==> src/rtl/risc_fetch_queue_if.sv <==
// Fetch-queue bus: instruction-memory request/response, redirect and decode dequeue.
interface risc_fetch_queue_if #(
  parameter int DEPTH = 4
);
  localparam int CW = $clog2(DEPTH + 1);

  logic [29:0]   IADDR;
  logic          IREQ;
  logic [31:0]   INSTR;
  logic          REDIRECT;
  logic [31:0]   REDIRECT_PC;
  logic          DEQ_VALID;
  logic          DEQ_READY;
  logic [31:0]   DEQ_INSTR;
  logic [31:0]   DEQ_PCADD4;
  logic [CW-1:0] COUNT;

  // Fetch unit side
  modport master (
    output IADDR, IREQ, DEQ_VALID, DEQ_INSTR, DEQ_PCADD4, COUNT,
    input  INSTR, REDIRECT, REDIRECT_PC, DEQ_READY
  );

  // Environment side: memory, ID-stage redirect and decode
  modport slave (
    input  IADDR, IREQ, DEQ_VALID, DEQ_INSTR, DEQ_PCADD4, COUNT,
    output INSTR, REDIRECT, REDIRECT_PC, DEQ_READY
  );
endinterface

==> src/rtl/risc_fetch_queue.sv <==
// risc_fetch_queue: PC generator, fixed-latency instruction-memory delay line and
// DEPTH-entry prefetch FIFO with credit-based issue and one-cycle redirect flush.
module risc_fetch_queue #(
  parameter int          DEPTH    = 4,
  parameter int          MEM_LAT  = 1,
  parameter logic [31:0] RESET_PC = 32'h0000_0000
) (
  input  logic               CLK,
  input  logic               RST,
  risc_fetch_queue_if.master bus
);
  localparam int AW  = (DEPTH > 1) ? $clog2(DEPTH) : 1;
  localparam int CW  = $clog2(DEPTH + 1);
  // Wide enough for COUNT + inflight + 1 without overflow
  localparam int CRW = $clog2(DEPTH + MEM_LAT + 2) + 1;

  logic [31:0]        pc_q, pc_d, pc_plus4;
  logic [MEM_LAT-1:0] lat_vld_q, lat_vld_d;
  logic [31:0]        lat_pc4_q [MEM_LAT];
  logic [31:0]        lat_pc4_d [MEM_LAT];
  logic [31:0]        fifo_instr_mem [DEPTH];
  logic [31:0]        fifo_pc4_mem [DEPTH];
  logic [AW-1:0]      rd_ptr_q, rd_ptr_d, wr_ptr_q, wr_ptr_d;
  logic [CW-1:0]      count_q, count_d;
  logic [CRW-1:0]     inflight;
  logic               flush, deq_valid, deq_fire, issue, wr_en;
  logic [1:0]         unused_rpc_bits;

  // Low address bits of a redirect target are forced to zero
  assign unused_rpc_bits = bus.REDIRECT_PC[1:0];

  // Handshake, credit check and next-state for PC, pointers and occupancy
  always_comb begin
    flush    = RST | bus.REDIRECT;
    inflight = '0;
    for (int i = 0; i < MEM_LAT; i++) begin
      inflight = inflight + CRW'(lat_vld_q[i]);
    end
    deq_valid = (count_q != '0) & ~flush;
    deq_fire  = deq_valid & bus.DEQ_READY;
    // A slot freed by this cycle's dequeue may be reused by this cycle's issue
    issue     = ~flush & ((CRW'(count_q) + inflight) < (CRW'(DEPTH) + CRW'(deq_fire)));
    // Responses whose delay-line slot was cleared by a flush are simply dropped
    wr_en     = lat_vld_q[MEM_LAT-1] & ~flush;
    pc_plus4  = pc_q + 32'd4;

    pc_d     = pc_q;
    rd_ptr_d = rd_ptr_q;
    wr_ptr_d = wr_ptr_q;
    count_d  = count_q;
    if (bus.REDIRECT) begin
      pc_d     = {bus.REDIRECT_PC[31:2], 2'b00};
      rd_ptr_d = '0;
      wr_ptr_d = '0;
      count_d  = '0;
    end else begin
      if (issue)    pc_d     = pc_plus4;
      if (wr_en)    wr_ptr_d = wr_ptr_q + AW'(1);
      if (deq_fire) rd_ptr_d = rd_ptr_q + AW'(1);
      case ({wr_en, deq_fire})
        2'b10:   count_d = count_q + CW'(1);
        2'b01:   count_d = count_q - CW'(1);
        default: count_d = count_q;
      endcase
    end
  end

  // Delay line: stage 0 takes the new request, each later stage copies its predecessor
  always_comb begin
    for (int i = MEM_LAT - 1; i > 0; i--) begin
      lat_vld_d[i] = lat_vld_q[i-1];
      lat_pc4_d[i] = lat_pc4_q[i-1];
    end
    lat_vld_d[0] = issue;
    lat_pc4_d[0] = pc_plus4;
    if (flush) lat_vld_d = '0;
  end

  // Control state register with synchronous reset
  always_ff @(posedge CLK) begin
    if (RST) begin
      pc_q      <= RESET_PC;
      lat_vld_q <= '0;
      rd_ptr_q  <= '0;
      wr_ptr_q  <= '0;
      count_q   <= '0;
    end else begin
      pc_q      <= pc_d;
      lat_vld_q <= lat_vld_d;
      rd_ptr_q  <= rd_ptr_d;
      wr_ptr_q  <= wr_ptr_d;
      count_q   <= count_d;
    end
  end

  // Delay-line payload; meaningful only where the matching valid bit is set
  always_ff @(posedge CLK) begin
    lat_pc4_q <= lat_pc4_d;
  end

  // FIFO storage: response data and its PC+4 written at the write pointer
  always_ff @(posedge CLK) begin
    if (wr_en) begin
      fifo_instr_mem[wr_ptr_q] <= bus.INSTR;
      fifo_pc4_mem[wr_ptr_q]   <= lat_pc4_q[MEM_LAT-1];
    end
  end

  assign bus.IADDR      = pc_q[31:2];
  assign bus.IREQ       = issue;
  assign bus.DEQ_VALID  = deq_valid;
  assign bus.DEQ_INSTR  = fifo_instr_mem[rd_ptr_q];
  assign bus.DEQ_PCADD4 = fifo_pc4_mem[rd_ptr_q];
  assign bus.COUNT      = count_q;

  // The credit scheme must never let a response land in a full FIFO
  a_no_overflow: assert property (@(posedge CLK) disable iff (RST)
    !(wr_en && (count_q == CW'(DEPTH))));

endmodule

==> src/flat_wrapper.sv <==
// flat-port wrapper written by rule: the top's interface ports become plain ports
module risc_fetch_queue_flat 
#(
  parameter int          DEPTH    = 4,
  parameter int          MEM_LAT  = 1,
  parameter logic [31:0] RESET_PC = 32'h0000_0000
)
  (CLK, RST, bus_IADDR, bus_IREQ, bus_DEQ_VALID, bus_DEQ_INSTR, bus_DEQ_PCADD4, bus_COUNT, bus_INSTR, bus_REDIRECT, bus_REDIRECT_PC, bus_DEQ_READY);
  risc_fetch_queue_if #(.DEPTH(DEPTH)) bus_i ();
  input  logic CLK;
  input  logic RST;
  output wire logic [$bits(bus_i.IADDR)-1:0] bus_IADDR;
  output wire logic [$bits(bus_i.IREQ)-1:0] bus_IREQ;
  output wire logic [$bits(bus_i.DEQ_VALID)-1:0] bus_DEQ_VALID;
  output wire logic [$bits(bus_i.DEQ_INSTR)-1:0] bus_DEQ_INSTR;
  output wire logic [$bits(bus_i.DEQ_PCADD4)-1:0] bus_DEQ_PCADD4;
  output wire logic [$bits(bus_i.COUNT)-1:0] bus_COUNT;
  input wire logic [$bits(bus_i.INSTR)-1:0] bus_INSTR;
  input wire logic [$bits(bus_i.REDIRECT)-1:0] bus_REDIRECT;
  input wire logic [$bits(bus_i.REDIRECT_PC)-1:0] bus_REDIRECT_PC;
  input wire logic [$bits(bus_i.DEQ_READY)-1:0] bus_DEQ_READY;
  assign bus_IADDR = bus_i.IADDR;
  assign bus_IREQ = bus_i.IREQ;
  assign bus_DEQ_VALID = bus_i.DEQ_VALID;
  assign bus_DEQ_INSTR = bus_i.DEQ_INSTR;
  assign bus_DEQ_PCADD4 = bus_i.DEQ_PCADD4;
  assign bus_COUNT = bus_i.COUNT;
  assign bus_i.INSTR = bus_INSTR;
  assign bus_i.REDIRECT = bus_REDIRECT;
  assign bus_i.REDIRECT_PC = bus_REDIRECT_PC;
  assign bus_i.DEQ_READY = bus_DEQ_READY;
  risc_fetch_queue #(.DEPTH(DEPTH), .MEM_LAT(MEM_LAT), .RESET_PC(RESET_PC)) u_core (.CLK(CLK), .RST(RST), .bus(bus_i));
endmodule
==> config.mk <==
export PLATFORM = sky130hd
export DESIGN_NAME = risc_fetch_queue_flat
export DESIGN_NICKNAME = d
export VERILOG_FILES = /design/src/rtl/risc_fetch_queue_if.sv /design/src/rtl/risc_fetch_queue.sv /design/src/flat_wrapper.sv
export SDC_FILE = /design/constraint.sdc
export NUM_CORES = 1
export LEC_CHECK = 0
export ABC_AREA = 0
export CORE_MARGIN = 3
export CORE_UTILIZATION = 55
export DETAILED_ROUTE_END_ITERATION = 16
export HOLD_SLACK_MARGIN = 0.15
export PLACE_DENSITY = 0.81
export SKIP_CTS_REPAIR_TIMING = 1
export SLEW_MARGIN = 20
export SYNTH_ARGS = -nofsm -noshare
export SYNTH_HDL_FRONTEND = slang
export SYNTH_SLANG_ARGS = --single-unit
==> constraint.sdc <==
create_clock -name CLK -period 2.9 [get_ports CLK]
set_input_delay 0.29 -clock CLK [delete_from_list [all_inputs] [get_ports CLK]]
set_output_delay 0.29 -clock CLK [all_outputs]
set_load 0.03 [all_outputs]
== Word-level counts from Yosys, hierarchy flattened ==
Memories as Yosys holds them, arrays and structs flattened. A register that Yosys moved wholly into a read port is not among the register bits.
Cells that the tools add are included.

* Bits in writable memories: 256
* Logic and storage cells: 39
* Memories: 2
* Bits in registers: 72

{| class="wikitable"
|+ Memory list
! name !! depth !! width !! read ports !! clocked after memory_dff !! wr ports !! line !! RTL
|-
| u_core.fifo_instr_mem || 4 || 32 || 1 || 1 || 1 || risc_fetch_queue.sv:21 || <nowiki>logic [31:0] fifo_instr_mem [DEPTH];</nowiki>
|-
| u_core.fifo_pc4_mem || 4 || 32 || 1 || 1 || 1 || risc_fetch_queue.sv:22 || <nowiki>logic [31:0] fifo_pc4_mem [DEPTH];</nowiki>
|}

* Add/subtract/negate cells: 7
* Bitwise operators: 6
* Multiplexer cells: 9
* Magnitude comparators: 1
* Reduce and logical (&&, ||, !) cells: 5
* Eq/ne operators: 2

{| class="wikitable"
|+ Operators by type and width
! cell !! count
|-
| $mux W32 || 2
|-
| $add A32 B3 Y32 const B || 1
|-
| $mux W2 || 4
|-
| $pmux W3 S2 || 1
|-
| $add A2 B1 Y2 const B || 2
|-
| $add A3 B1 Y4 || 1
|-
| $add A3 B1 Y4 const A || 1
|-
| $and A1 B1 Y1 || 4
|-
| $lt A4 B4 Y1 || 1
|-
| $reduce_bool A2 Y1 || 2
|-
| $reduce_or A2 Y1 || 2
|-
| $add A3 B1 Y3 const B || 1
|-
| $reduce_bool A3 Y1 || 1
|-
| $sub A3 B1 Y3 const B || 1
|-
| $eq A2 B1 Y1 const B || 1
|-
| $eq A2 B2 Y1 const B || 1
|-
| $mux W1 || 2
|-
| $not A1 Y1 || 1
|-
| $or A1 B1 Y1 || 1
|}

== Longest topological paths before layout ==
Gate-level depths: netlist of run 1.

* Depth in word-level cells: 9
* Depth in mapped cells: 10

== Least setup slack after synthesis of run 1 ==
Ideal clock, no wire load.

* Path type: in2reg
* From: input bus_REDIRECT
* To: memory u_core.fifo_instr_mem[0][0] (enable)
* Slack: 0.227 ns
* Setup time: 0.427 ns
* Data required time: 2.473 ns
* Path buffers: 2
* Cell stages on the path: 4
* Arrival: 2.246 ns
* Cells stage by stage: buf_2 > nor2_1 > buf_2 > and3_1

* Cells in the longest elaborated chain, start to end: 5

{| class="wikitable"
|+ RTL lines
! element !! line !! RTL
|-
| from (decl) || flat_wrapper.sv:19 || <nowiki>input wire logic [$bits(bus_i.REDIRECT)-1:0] bus_REDIRECT;</nowiki>
|-
| $or A1 B1 Y1 || risc_fetch_queue.sv:34 || <nowiki>flush = RST | bus.REDIRECT;</nowiki>
|-
| $not A1 Y1 || risc_fetch_queue.sv:44 || <nowiki>wr_en = lat_vld_q[MEM_LAT-1] & ~flush;</nowiki>
|-
| $and A1 B1 Y1 || risc_fetch_queue.sv:44 ||
|-
| $mux W1 || risc_fetch_queue.sv:103 || <nowiki>if (wr_en) begin</nowiki>
|-
| $mux W1 (implied by the code) || risc_fetch_queue.sv:104 || <nowiki>fifo_instr_mem[wr_ptr_q] <= bus.INSTR;</nowiki>
|-
| to (decl) || risc_fetch_queue.sv:21 ||
|}

No other way between the ends.

==> flow_summary.ini, run 1 <==
[detailed_routing]
drt-vias-per-instance = 5.771
wirelength_mm = 24.99
vias = 6856
drc = 0
ant_nets = 0
drtIter0Drc = 540
drtPass1Iterations = 5
routedWlPerCell_um = 21.04

[logic_synthesis]
synth_top_area_share_pct = 60.64
seq_area_frac_synth_pct = 72.05
yosys_warnings = 0
synth_area_leaders = edfxtp_1 61%, dfxtp_1 11%, mux4_2 11%
syn_area_um2 = 12280
synth_area_leader_cell = edfxtp_1
synth-async-reset-ratio_pct = 0
ys_seq_elements = 318
yosys.cell_types.count = 59
avgSynthCellArea_um2 = 17.55
syn_inst = 700
synth-edff-count = 248
ys.flop_type = edfxtp_1

[sta]
min_period_ns = 2.799
fin_ws_ns = 0.1009
rsz0062_at_grt = false
maxSlewViolCount = 0
hold_ws_ns = 0.3507
fin_tns_setup_ns = 0
timing.final.crit_share_pct = 96.52
maxSlewHeadroom_pct = 29.40
fmax_mhz = 357.3
fin_skew_ns = 0.01861
finalSetupViolations = 0
final_hold_viol_count = 0
tightest_slew_ns = 1.059

[critical_path]
worstPathArrival_ns = 2.51
required_ns = 2.61
worstReg2RegStart = u_core.bus.COUNT[0]$_SDFFE_PP0P_
reg2regPathDepth = 8
cp_max_fo = 9
r2r_end = u_core.pc_q[23]$_SDFFE_PP0P_
endpoint = bus_DEQ_PCADD4[3]
start_kind = flop
end_kind = output port
r2r_slack_ns = 0.25
crit_type = flop to output port

[final_layout]
area_delta_synth_final_pct = 26.40
fin_util_pct = 70.91
final_nets = 961
final_layout_size_suffix_gt1_share_pct = 18.17
n_antenna_cell = 0

[clock_network]
clk-insertion-delay-late_ns = 0.54
root_buffer = clkbuf_16
cts_num_sinks = 318
cts_max_level = 1
cts_tree = built
clock_path_buffers = 3
cts_made_buffers = 31
clk_pin_slew_worst_paths_ns = 0.07

[placement]
gp_congestion = 0.8588
port_buffers = 162
hpwl_mm = 16.16
dpl_worst_slack_ns = 0.2550

[global_routing]
grt_pass1_wl_mm = 39.44
grt_max_degree = 51
grt_pass1_vias = 7173
grt_use_total_pct = 20.78
antenna_found_initial = 0
overflow = 0

[hold_path]
hold_path.class = input pin to flop
min-delay-start = bus_REDIRECT_PC[3]

[pwr]
vdd_drop_max_mv = 0.3774
power.leakage_nw = 5.100
pwr_density_cell_nw_per_um2 = 635.3

[flow_run]
cap_violations = 0

[die]
ios = 167
die_h_um = 155.4
initial_core_util_pct = 56.10
die_area_um2 = 24160
core_area_um2 = 21890
row_count = 54
dieWidth_um = 155.4

[status]
status = complete, no violations
[worst max-delay path, stage by stage, from the launching register on]
cell and delay (ns):
dfxtp_4 0.48, buf_4 0.27, mux4_2 0.59, clkdlybuf4s50_1 0.62
[worst min path at each step]
| stage | cells past startpoint | to |
|---|---|---|
| floorplan | 0 | u_core.fifo_instr_mem[0][0]$_DFFE_PP_ |
| global placement | 0 | u_core.fifo_pc4_mem[3][26]$_DFFE_PP_ |
| detailed placement | 0 | u_core.fifo_pc4_mem[3][3]$_DFFE_PP_ |
| CTS | 3 | u_core.pc_q[3]$_SDFFE_PP0P_ |
| global route | 3 | u_core.pc_q[3]$_SDFFE_PP0P_ |
| finish | 3 | u_core.pc_q[3]$_SDFFE_PP0P_ |
[final cells by class]
cell class,count,area (um^2)
multi-input combinational,333,3238
sequential,318,8853
fill,1406,6367
clock buffer,38,863.3
clock inverter,19,259.0
tap,280,350.3
timing repair buffer,188,1914
inverter,12,45.04
[state kept, by name (all words and copies together) (netlist names), named ones only]
signal / flops
u_core.pc_q: 30
u_core.fifo_instr_mem: 128
u_core.lat_vld_q: 1
u_core.lat_pc4_q: 30
u_core.rd_ptr_q: 2
u_core.fifo_pc4_mem: 120
u_core.bus.COUNT: 3
u_core.wr_ptr_q: 2
[power breakdown]
group / total, mW / leakage (nW) / internal [mW] / switching (mW)
clock: 4.26 / 0.539 / 2.64 / 1.61
combinational: 0.512 / 1.76 / 0.240 / 0.272
sequential: 5.09 / 2.80 / 5.00 / 0.0915
[cell usage in the layout (no fill, tap or decap), types with 5 or more instances in the layout]
master             n
xnor2_1           22
o21ai_0            9
dfxtp_1           68
clkdlybuf4s50_1  157
nor3_1            14
edfxtp_1         248
a22oi_1            6
buf_4             21
a21oi_1           20
clkbuf_16         32
o2bb2ai_1          6
bufinv_16          6
nor2_1            24
inv_1             12
buf_12             6
a21o_1             5
nand4_1           11
nand3_1           11
o31ai_1            5
o22ai_1            7
ha_1               8
nand2b_1           9
xor2_1            11
nand2_1           32
mux4_2            62
[through the flow]
stage | area, um^2 | total power [mW] | instances
floorplan | 12290 | 5.413 | 701
global placement | 14380 | 5.680 | 1131
detailed placement | 14380 | 5.693 | 1131
CTS | 15510 | 9.944 | 1188
global route | 15520 | 10.17 | 1188
finish | 15520 | 9.862 | 1188
[synth_stat cells, types with 4 or more instances]
master and n:
edfxtp_1 248, dfxtp_1 70, mux4_2 62, nand2_1 33, nor2_1 24, xnor2_1 22
a21oi_1 20, clkbuf_1 20, buf_2 14, nor3_1 14, inv_1 12, nand3_1 11
nand4_1 11, xor2_1 11, nand2b_1 9, o21ai_0 9, and3_1 8, ha_1 8
o22ai_1 7, a22oi_1 6, o2bb2ai_1 6, a21o_1 5, o31ai_1 5, a221o_1 4
nor2b_1 4, or3_1 4, or4_1 4
[cells by family (layout without fill, tap and decap cells)]
kind of cell / Yosys count / in the layout / share of synthesized area, %
other cells: 1 / 2 / 0.03053
compound gates: 80 / 80 / 4.564
fa+ha+maj: 9 / 9 / 0.9780
flops: 318 / 318 / 72.05
mux: 63 / 63 / 11.45
simple gates: 145 / 145 / 6.642
buf+inv: 50 / 257 / 1.803
xor+xnor: 34 / 34 / 2.486
[routing by layer]
metal  vias to the layer above  GRT usage, %  part of all wire (%)
li1                       3143             -                     -
met1                      3411         30.35                    43
met2                       270         33.32                    48
met3                        32         3.644                   7.1
met4                         0         4.877                   1.6
met5                         -             0                     0
Power figures use the tool's default switching activity.
==> run 2: changes to the inputs <==
- CORE_MARGIN: 3 -> default
==> run 2 against run 1 <==
Net effect: register-to-register slack better by 0.27 ns; clock power down 3%; die area down 5.1%; via count up 0.32%; combinational power down 0.8%; sequential power about the same; largest power group unchanged; critical endpoint is now bus_DEQ_PCADD4[25]; count of clock-buffer cells in the layout up 8; worst hold slack better by 0.011 ns.
==> flow_summary.ini, run 2 (synthesized netlist as in run 1, its figures left out) <==
[flow_run]
cap_violations = 0

[sta]
fin_tns_setup_ns = 0
timing.final.crit_share_pct = 95.15
rsz0062_at_grt = false
maxSlewHeadroom_pct = 54.14
finalSetupViolations = 0
min_period_ns = 2.759
fin_skew_ns = 0.008867
final_hold_viol_count = 0
maxSlewViolCount = 0
hold_ws_ns = 0.3617
tightest_slew_ns = 0.6826
fmax_mhz = 362.4

[final_layout]
layout_commonest_cell = edfxtp_1
area_delta_synth_final_pct = 25.73
regMostFlops = u_core.fifo_instr_mem
layout.cells.most_common_list = 248 x edfxtp_1, 160 x clkdlybuf4s50_1, 68 x dfxtp_1
num-fill-cells = 1416
reg_top3 = u_core.fifo_instr_mem: 128 flops, u_core.fifo_pc4_mem: 120 flops
final_layout_size_suffix_gt1_share_pct = 17.00
final_nets = 959
n_antenna_cell = 0
layout.cells.non_filler = 1186
largest_reg_flops = 128

[global_routing]
antenna_found_initial = 0
overflow = 0
grt_pass1_wl_mm = 38.09
grt_max_degree = 63
grt_pass1_vias = 6889
grt_use_total_pct = 22.32

[pwr]
pwr_density_cell_nw_per_um2 = 631.7
vdd_drop_max_mv = 0.4764
power.leakage_nw = 5.033

[clock_network]
root_buffer = clkbuf_16
cts_tree = built
clk_pin_slew_worst_paths_ns = 0.06
cts_made_buffers = 31
clk-insertion-delay-late_ns = 0.53
cts_num_sinks = 318
clock_path_buffers = 3
cts_max_level = 1

[detailed_routing]
drtIter0Drc = 533
drc = 0
drt-vias-per-instance = 5.799
wirelength_mm = 24.82
vias = 6878
ant_nets = 0
routedWlPerCell_um = 20.92
drtPass1Iterations = 5

[critical_path]
required_ns = 2.61
cp_max_fo = 18
r2r_slack_ns = 0.52
cpMaxStageDelayCell = clkdlybuf4s50_1
end_kind = output port
path_buf_inv = 2
worst_path_dominant_cell_family = buffers and inverters
worstPathCellList = buf_4, mux4_2, clkdlybuf4s50_1
start_kind = flop
crit_type = flop to output port
worstPathArrival_ns = 2.47
slowest_delay_ns = 0.62

[placement]
hpwl_mm = 15.64
port_buffers = 162
placedCellCount = 1129
gp_congestion = 0.8749

[die]
ios = 167
dieWidth_um = 151.4
core_area_um2 = 21890
row_count = 54
die_area_um2 = 22930
die_h_um = 151.4
initial_core_util_pct = 56.10

[hold_path]
hold_path.class = input pin to flop

[status]
status = complete, no violations
-- run 2: cell count changes in the layout (fill, tap and decap cells not counted), moves of 3 or more --
cell | previous run | this run
dlymetal6s2s_1 | 3 | 0
clkdlybuf4s50_1 | 157 | 160
clkbuf_1 | 2 | 13
clkinv_2 | 4 | 1
clkbuf_8 | 4 | 1
-- run 2: final cells by class --
type	count	area, um^2	area share, %
flip-flops and latches	318	8853	57.33
multi-input cells	333	3236	20.95
repair buffers	186	1884	12.20
clock buffers	46	863.3	5.591
well taps	280	350.3	2.269
clock inverters	11	210.2	1.361
inverters	12	45.04	0.2917
-- run 2: through the flow --
stage          util (%)  cell area (um^2)  worst slack (ns)  power [mW]
6_report          70.54             15440            0.1406       9.756
3_3_place_gp      65.64             14370            0.4366       5.677
4_1_cts           70.54             15440           0.08818       9.834
3_5_place_dp      65.64             14370            0.3984       5.691
2_1_floorplan         -             12290            0.2267       5.413
5_1_grt           70.54             15440           0.04052       10.06
-- run 2: worst paths after layout --
check	start	endpoint	depth (start not counted)
worst min-delay path	bus_REDIRECT_PC[18]	u_core.pc_q[18]$_SDFFE_PP0P_	3
worst min register to register	u_core.lat_pc4_q[26]$_DFF_P_	u_core.fifo_pc4_mem[1][26]$_DFFE_PP_	0
worst max-delay path	flop	bus_DEQ_PCADD4[25]	3
worst max register to register	u_core.pc_q[3]$_SDFFE_PP0P_	u_core.pc_q[20]$_SDFFE_PP0P_	6
-- run 2: power by group --
part	switching [mW]	internal, mW	leakage [nW]
Clock	1.57	2.59	0.512
Combinational	0.269	0.239	1.72
Sequential	0.0936	5.00	2.80
Total	1.93	7.83	5.03
-- run 2: worst register-to-register path, cell delays in order, from the launching register on --
cell and delay [ns]:
dfxtp_1 0.47, ha_1 0.34, nand4_1 0.24, nor4_4 0.53, nand3_2 0.17, or4_1 0.48
o221ai_1 0.07
-- run 2: metal layers --
layer,part of all wire [%],wire length [um],GRT usage [%],vias up
met5,0,0,0,-
met4,2.2,558,6.700,0
met3,7.9,1951,4.096,39
met2,48,11900,35.59,287
met1,42,10410,31.41,3403
li1,-,-,-,3149
